==> config.mk <==
export PLATFORM = sky130hd
export DESIGN_NAME = req_ack_responder
export DESIGN_NICKNAME = d
export VERILOG_FILES = /design/src/rtl/req_ack_pkg.sv /design/src/rtl/req_ack_fifo.sv /design/src/rtl/req_ack_responder.sv
export SDC_FILE = /design/constraint.sdc
export NUM_CORES = 1
export LEC_CHECK = 0
export ABC_AREA = 1
export CORE_ASPECT_RATIO = 0.5
export CORE_MARGIN = 1.5
export CORE_UTILIZATION = 30
export DETAILED_ROUTE_END_ITERATION = 7
export GPL_TIMING_DRIVEN = 0
export SYNTH_ARGS = -nofsm -noshare
export SYNTH_HDL_FRONTEND = slang
export SYNTH_HIERARCHICAL = 1
export SYNTH_SLANG_ARGS = --single-unit
==> constraint.sdc <==
create_clock -name clk -period 2.95 [get_ports clk]
set_clock_uncertainty 0.15 [all_clocks]
set_input_delay 0.59 -clock clk [delete_from_list [all_inputs] [get_ports clk]]
set_output_delay 0.59 -clock clk [all_outputs]
set_load 0.01 [all_outputs]
==> src/rtl/req_ack_pkg.sv <==
// Shared FSM state type and default parameter values for the req/ack responder.
package req_ack_pkg;

  localparam int DEF_DATA_W         = 8;
  localparam int DEF_DEPTH          = 4;
  localparam int DEF_SERVICE_CYCLES = 2;

  typedef enum logic [1:0] {
    IDLE       = 2'd0,
    WAIT_SPACE = 2'd1,
    SERVICE    = 2'd2,
    ACK_HI     = 2'd3
  } responder_state_t;

endpackage

==> src/rtl/req_ack_fifo.sv <==
// Power-of-two circular FIFO with occupancy count; storage is not reset, only
// pointers and count are.
module req_ack_fifo
  import req_ack_pkg::*;
#(
  parameter int DATA_W = DEF_DATA_W,
  parameter int DEPTH  = DEF_DEPTH
) (
  input  logic                     clk,
  input  logic                     rstn,
  input  logic                     push,
  input  logic [DATA_W-1:0]        push_data,
  input  logic                     pop,
  output logic [DATA_W-1:0]        pop_data,
  output logic [$clog2(DEPTH):0]   count,
  output logic                     full,
  output logic                     empty
);

  localparam int AW = $clog2(DEPTH);
  localparam int CW = AW + 1;

  logic [DATA_W-1:0] mem [DEPTH];
  logic [AW-1:0]     wptr;
  logic [AW-1:0]     rptr;
  logic              do_push;
  logic              do_pop;

  assign full     = (count == CW'(DEPTH));
  assign empty    = (count == '0);
  assign pop_data = mem[rptr];

  // A pop that frees a slot on the same edge lets a push land even at full.
  assign do_pop  = pop && !empty;
  assign do_push = push && (!full || do_pop);

  always_ff @(posedge clk) begin
    if (do_push) begin
      mem[wptr] <= push_data;
    end
  end

  always_ff @(posedge clk or negedge rstn) begin
    if (!rstn) begin
      wptr  <= '0;
      rptr  <= '0;
      count <= '0;
    end else begin
      if (do_push) begin
        wptr <= wptr + AW'(1);
      end
      if (do_pop) begin
        rptr <= rptr + AW'(1);
      end
      case ({do_push, do_pop})
        2'b10:   count <= count + CW'(1);
        2'b01:   count <= count - CW'(1);
        default: count <= count;
      endcase
    end
  end

endmodule

==> src/rtl/req_ack_responder.sv <==
// 4-phase req/ack responder: captures a payload, services it for a fixed number
// of cycles, then pushes it into an output FIFO and raises ack.
module req_ack_responder
  import req_ack_pkg::*;
#(
  parameter int DATA_W         = DEF_DATA_W,
  parameter int DEPTH          = DEF_DEPTH,
  parameter int SERVICE_CYCLES = DEF_SERVICE_CYCLES
) (
  input  logic                     clk,
  input  logic                     rstn,
  input  logic                     req,
  input  logic [DATA_W-1:0]        req_data,
  output logic                     ack,
  output logic                     out_valid,
  output logic [DATA_W-1:0]        out_data,
  input  logic                     out_ready,
  output logic [$clog2(DEPTH):0]   fifo_count,
  output logic                     proto_err
);

  localparam int CNT_W = $clog2(SERVICE_CYCLES + 1);

  responder_state_t  state;
  responder_state_t  state_nxt;
  logic [CNT_W-1:0]  cnt;
  logic [DATA_W-1:0] hold;
  logic              capture;
  logic              push;
  logic              pop;
  logic              violation;
  logic              full;
  logic              empty;

  // Only this FSM pushes and only one transaction is in flight, so space seen
  // free at capture is still free when the push happens.
  always_comb begin
    state_nxt = state;
    capture   = 1'b0;
    push      = 1'b0;
    violation = 1'b0;
    case (state)
      IDLE: begin
        if (req) begin
          if (!full) begin
            capture   = 1'b1;
            state_nxt = SERVICE;
          end else begin
            state_nxt = WAIT_SPACE;
          end
        end
      end
      WAIT_SPACE: begin
        if (!req) begin
          violation = 1'b1;
          state_nxt = IDLE;
        end else if (!full) begin
          capture   = 1'b1;
          state_nxt = SERVICE;
        end
      end
      SERVICE: begin
        if (!req) begin
          violation = 1'b1;
          state_nxt = IDLE;
        end else if (cnt == CNT_W'(1)) begin
          push      = 1'b1;
          state_nxt = ACK_HI;
        end
      end
      ACK_HI: begin
        if (!req) begin
          state_nxt = IDLE;
        end
      end
      default: state_nxt = IDLE;
    endcase
  end

  always_ff @(posedge clk or negedge rstn) begin
    if (!rstn) begin
      state     <= IDLE;
      cnt       <= '0;
      ack       <= 1'b0;
      proto_err <= 1'b0;
    end else begin
      state     <= state_nxt;
      ack       <= (state_nxt == ACK_HI);
      proto_err <= violation;
      if (capture) begin
        cnt <= CNT_W'(SERVICE_CYCLES);
      end else if (state == SERVICE) begin
        cnt <= cnt - CNT_W'(1);
      end
    end
  end

  always_ff @(posedge clk) begin
    if (capture) begin
      hold <= req_data;
    end
  end

  assign out_valid = !empty;
  assign pop       = out_valid && out_ready;

  req_ack_fifo #(
    .DATA_W (DATA_W),
    .DEPTH  (DEPTH)
  ) u_fifo (
    .clk       (clk),
    .rstn      (rstn),
    .push      (push),
    .push_data (hold),
    .pop       (pop),
    .pop_data  (out_data),
    .count     (fifo_count),
    .full      (full),
    .empty     (empty)
  );

endmodule

==> flow_metrics.py <==
metrics = {
    "cts": {
        "cts_sinks": 53,
        "cts-buffers-inserted": 5,
        "cts_resized": 0,
        "clk_latency_ps": 290,
        "cts_hold_buf": 0,
        "cts-root-buf": "clkbuf_16",
        "post-cts-setup-buffers": 0,
        "clockBufferDepth": 2,
        "clk_pin_slew_worst_paths_ps": 70,
        "htree_levels": 2,
        "cts_tree": "built",
    },
    "layout": {
        "stdcell_count": 356,
        "final_util_pct": 39.0,
        "fin_nets": 271,
        "fill_cells": 740,
        "area_growth_pct": 22.9,
        "layout_common_cells": "edfxtp_1, nor2_1, nand2_1, inv_1, clkdlybuf4s50_1",
        "num_antenna_cells": 0,
        "drive_above_1_share_pct": 8.06,
        "layout_commonest_cell": "edfxtp_1",
        "stdcell_area_mm2": 0.00292,
    },
    "drt": {
        "drt_iter0_drc": 127,
        "wl_per_cell_um": 11.9,
        "avgViaCountPerCell": 4.20,
        "route.detailed.drc": 0,
        "via_count": 1495,
        "final_antenna_net_count": 0,
        "firstDrtPassIters": 4,
        "wirelength_um": 4230,
    },
    "critical_path": {
        "crit_slowest_cell": "clkdlybuf4s50_1",
        "critPathMaxStageDelay_ps": 570,
        "worst_ep_required_time_ps": 2210,
        "path_buf_inv": 3,
        "worstSetupEndpointType": "output port",
        "critical_path_class": "register to output port",
        "worst_setup_path_start_kind": "register",
        "arrival_ps": 1850,
        "cp_max_fo": 10,
        "cpLargestDelayFamily": "buffers and inverters",
        "crit_chain": "inv_2 > buf_6 > o21ai_0 > o21ai_1 > clkdlybuf4s50_1",
    },
    "die": {
        "chipWidth_um": 129,
        "start_util_pct": 31.8,
        "die_h_um": 65.9,
        "die_area_mm2": 0.00850,
        "rows": 22,
        "core-area_mm2": 0.00749,
        "ios": 26,
    },
    "global_route": {
        "gr-total-overflow": 0,
        "grt_pass1_vias": 1458,
        "grt_pass1_wl_um": 7020,
        "grt_max_degree": 18,
        "antenna_found_initial": 0,
        "track_usage_pct": 11.2,
    },
    "sta": {
        "rsz0062_at_grt": "false",
        "worst_pin_slew_ps": 882,
        "finalSetupViolCount": 0,
        "setup_tns_ps": 0,
        "slew_headroom_pct": 41.0,
        "timing.fmax_mhz": 386,
        "drv_slew": 0,
        "final_hold_viol_count": 0,
        "min_period_ps": 2590,
        "finalCritPeriodShare_pct": 87.8,
    },
    "place": {
        "place_congestion": 0.807,
        "io_buffers": 24,
        "dp_hpwl_um": 2970,
        "dp_cells": 348,
        "place_area_mm2": 0.00275,
    },
    "power": {
        "vdd_drop_max_mv": 0.265,
        "power_density_mw_per_mm2": 986,
        "p_total_mw": 2.88,
        "leakage_nw": 1.21,
    },
    "hold_path": {
        "hp-class": "input pin to register",
    },
    "logic_synthesis": {
        "syn_area_mm2": 0.00238,
        "syn_avg_cell_area_um2": 11.0,
        "synth_nets": 240,
        "ys_ff_latch": 53,
        "yosys_warnings": 6,
        "synth_cells": 216,
        "ys_seq_area_share_pct": 64.2,
        "synthDistinctLibCells": 22,
    },
    "job": {
        "drv_cap": 0,
    },
    "run_status": {
        "status": "completed",
    },
}
[power breakdown]
part | total [mW] | switching (mW) | internal [mW]
logic | 1.15 | 0.643 | 0.504
clock network | 0.660 | 0.258 | 0.402
registers | 1.07 | 0.102 | 0.972
total | 2.88 | 1.00 | 1.88
[through the flow]
stage,setup slack (ps),hold slack (ps)
floorplan,763,144
CTS,352,318
global placement,187,320
finish,359,325
global route,245,325
detailed placement,174,329
[worst paths after layout]
kind	start	endpoint	slack [ps]	cells after the start
min	req	proto_err	320	2
min reg2reg	hold[6]	u_fifo/mem[3][6]	350	0
min in group asynchronous	rstn	ack	550	1
max	u_fifo/rptr[1]	out_data[6]	360	5
max reg2reg	u_fifo/count[2]	u_fifo/mem[0][0]	570	8
max in group asynchronous	rstn	u_fifo/wptr[1]	1690	1
[final cells by class]
cell class	count	area (um^2)	share of cell area (%)
inverter	32	125	4.28
timing repair buffer	24	240	8.22
clock inverter	3	43.8	1.50
buffer	5	56.3	1.93
multi-input combinational	126	669	22.9
clock buffer	5	125	4.28
sequential	53	1530	52.2
tap	108	135	4.63
[state kept, by name, summed over array words and instances, names as in the netlist, 2 cells and up]
name and count:
cnt 2, hold 8, state 2, u_fifo/count 3, u_fifo/mem 32, u_fifo/rptr 2
u_fifo/wptr 2
[cell families (layout without fill, tap and decap cells)]
logic type,count (synthesis),in the layout,share of synthesized area (%)
adder cells (fa/ha/maj),12,12,6.63
flip-flops,53,53,64.2
AND/OR/NAND/NOR,81,81,14.0
buffers and inverters,37,69,7.63
XOR/XNOR,1,1,0.368
AO/OA/AOI/OAI,32,32,7.16
[metal layers]
metal | up-vias | routed length (um) | share of wire (%) | GRT usage [%]
met3 | 3 | 129 | 3.1 | 3.16
met2 | 14 | 2140 | 51 | 19.4
met4 | 0 | 32 | 0.76 | 4.78
met1 | 711 | 1930 | 46 | 13.3
met5 | - | 0 | 0 | 0
li1 | 767 | - | - | -
[cell usage after synthesis]
master    count  share of area [%]
edfxtp_1     40                 51
nor2_1       37                5.8
nand2_1      32                5.1
inv_1        30                4.7
o21ai_1      20                4.2
dfrtp_1      13                 14
ha_1         11                5.8
o21ai_0       8                1.7
nand3_1       7                1.5
buf_6         5                2.4
o21ai_2       2               0.74
a21oi_1       1               0.21
fa_1          1               0.84
inv_2         1               0.16
inv_6         1               0.37
nand2_4       1               0.47
nand3_2       1               0.42
nand4_1       1               0.26
nor2_2        1               0.26
nor3_1        1               0.21
o211ai_1      1               0.32
xnor2_1       1               0.37
No activity file was read; power rests on OpenSTA's default activity.
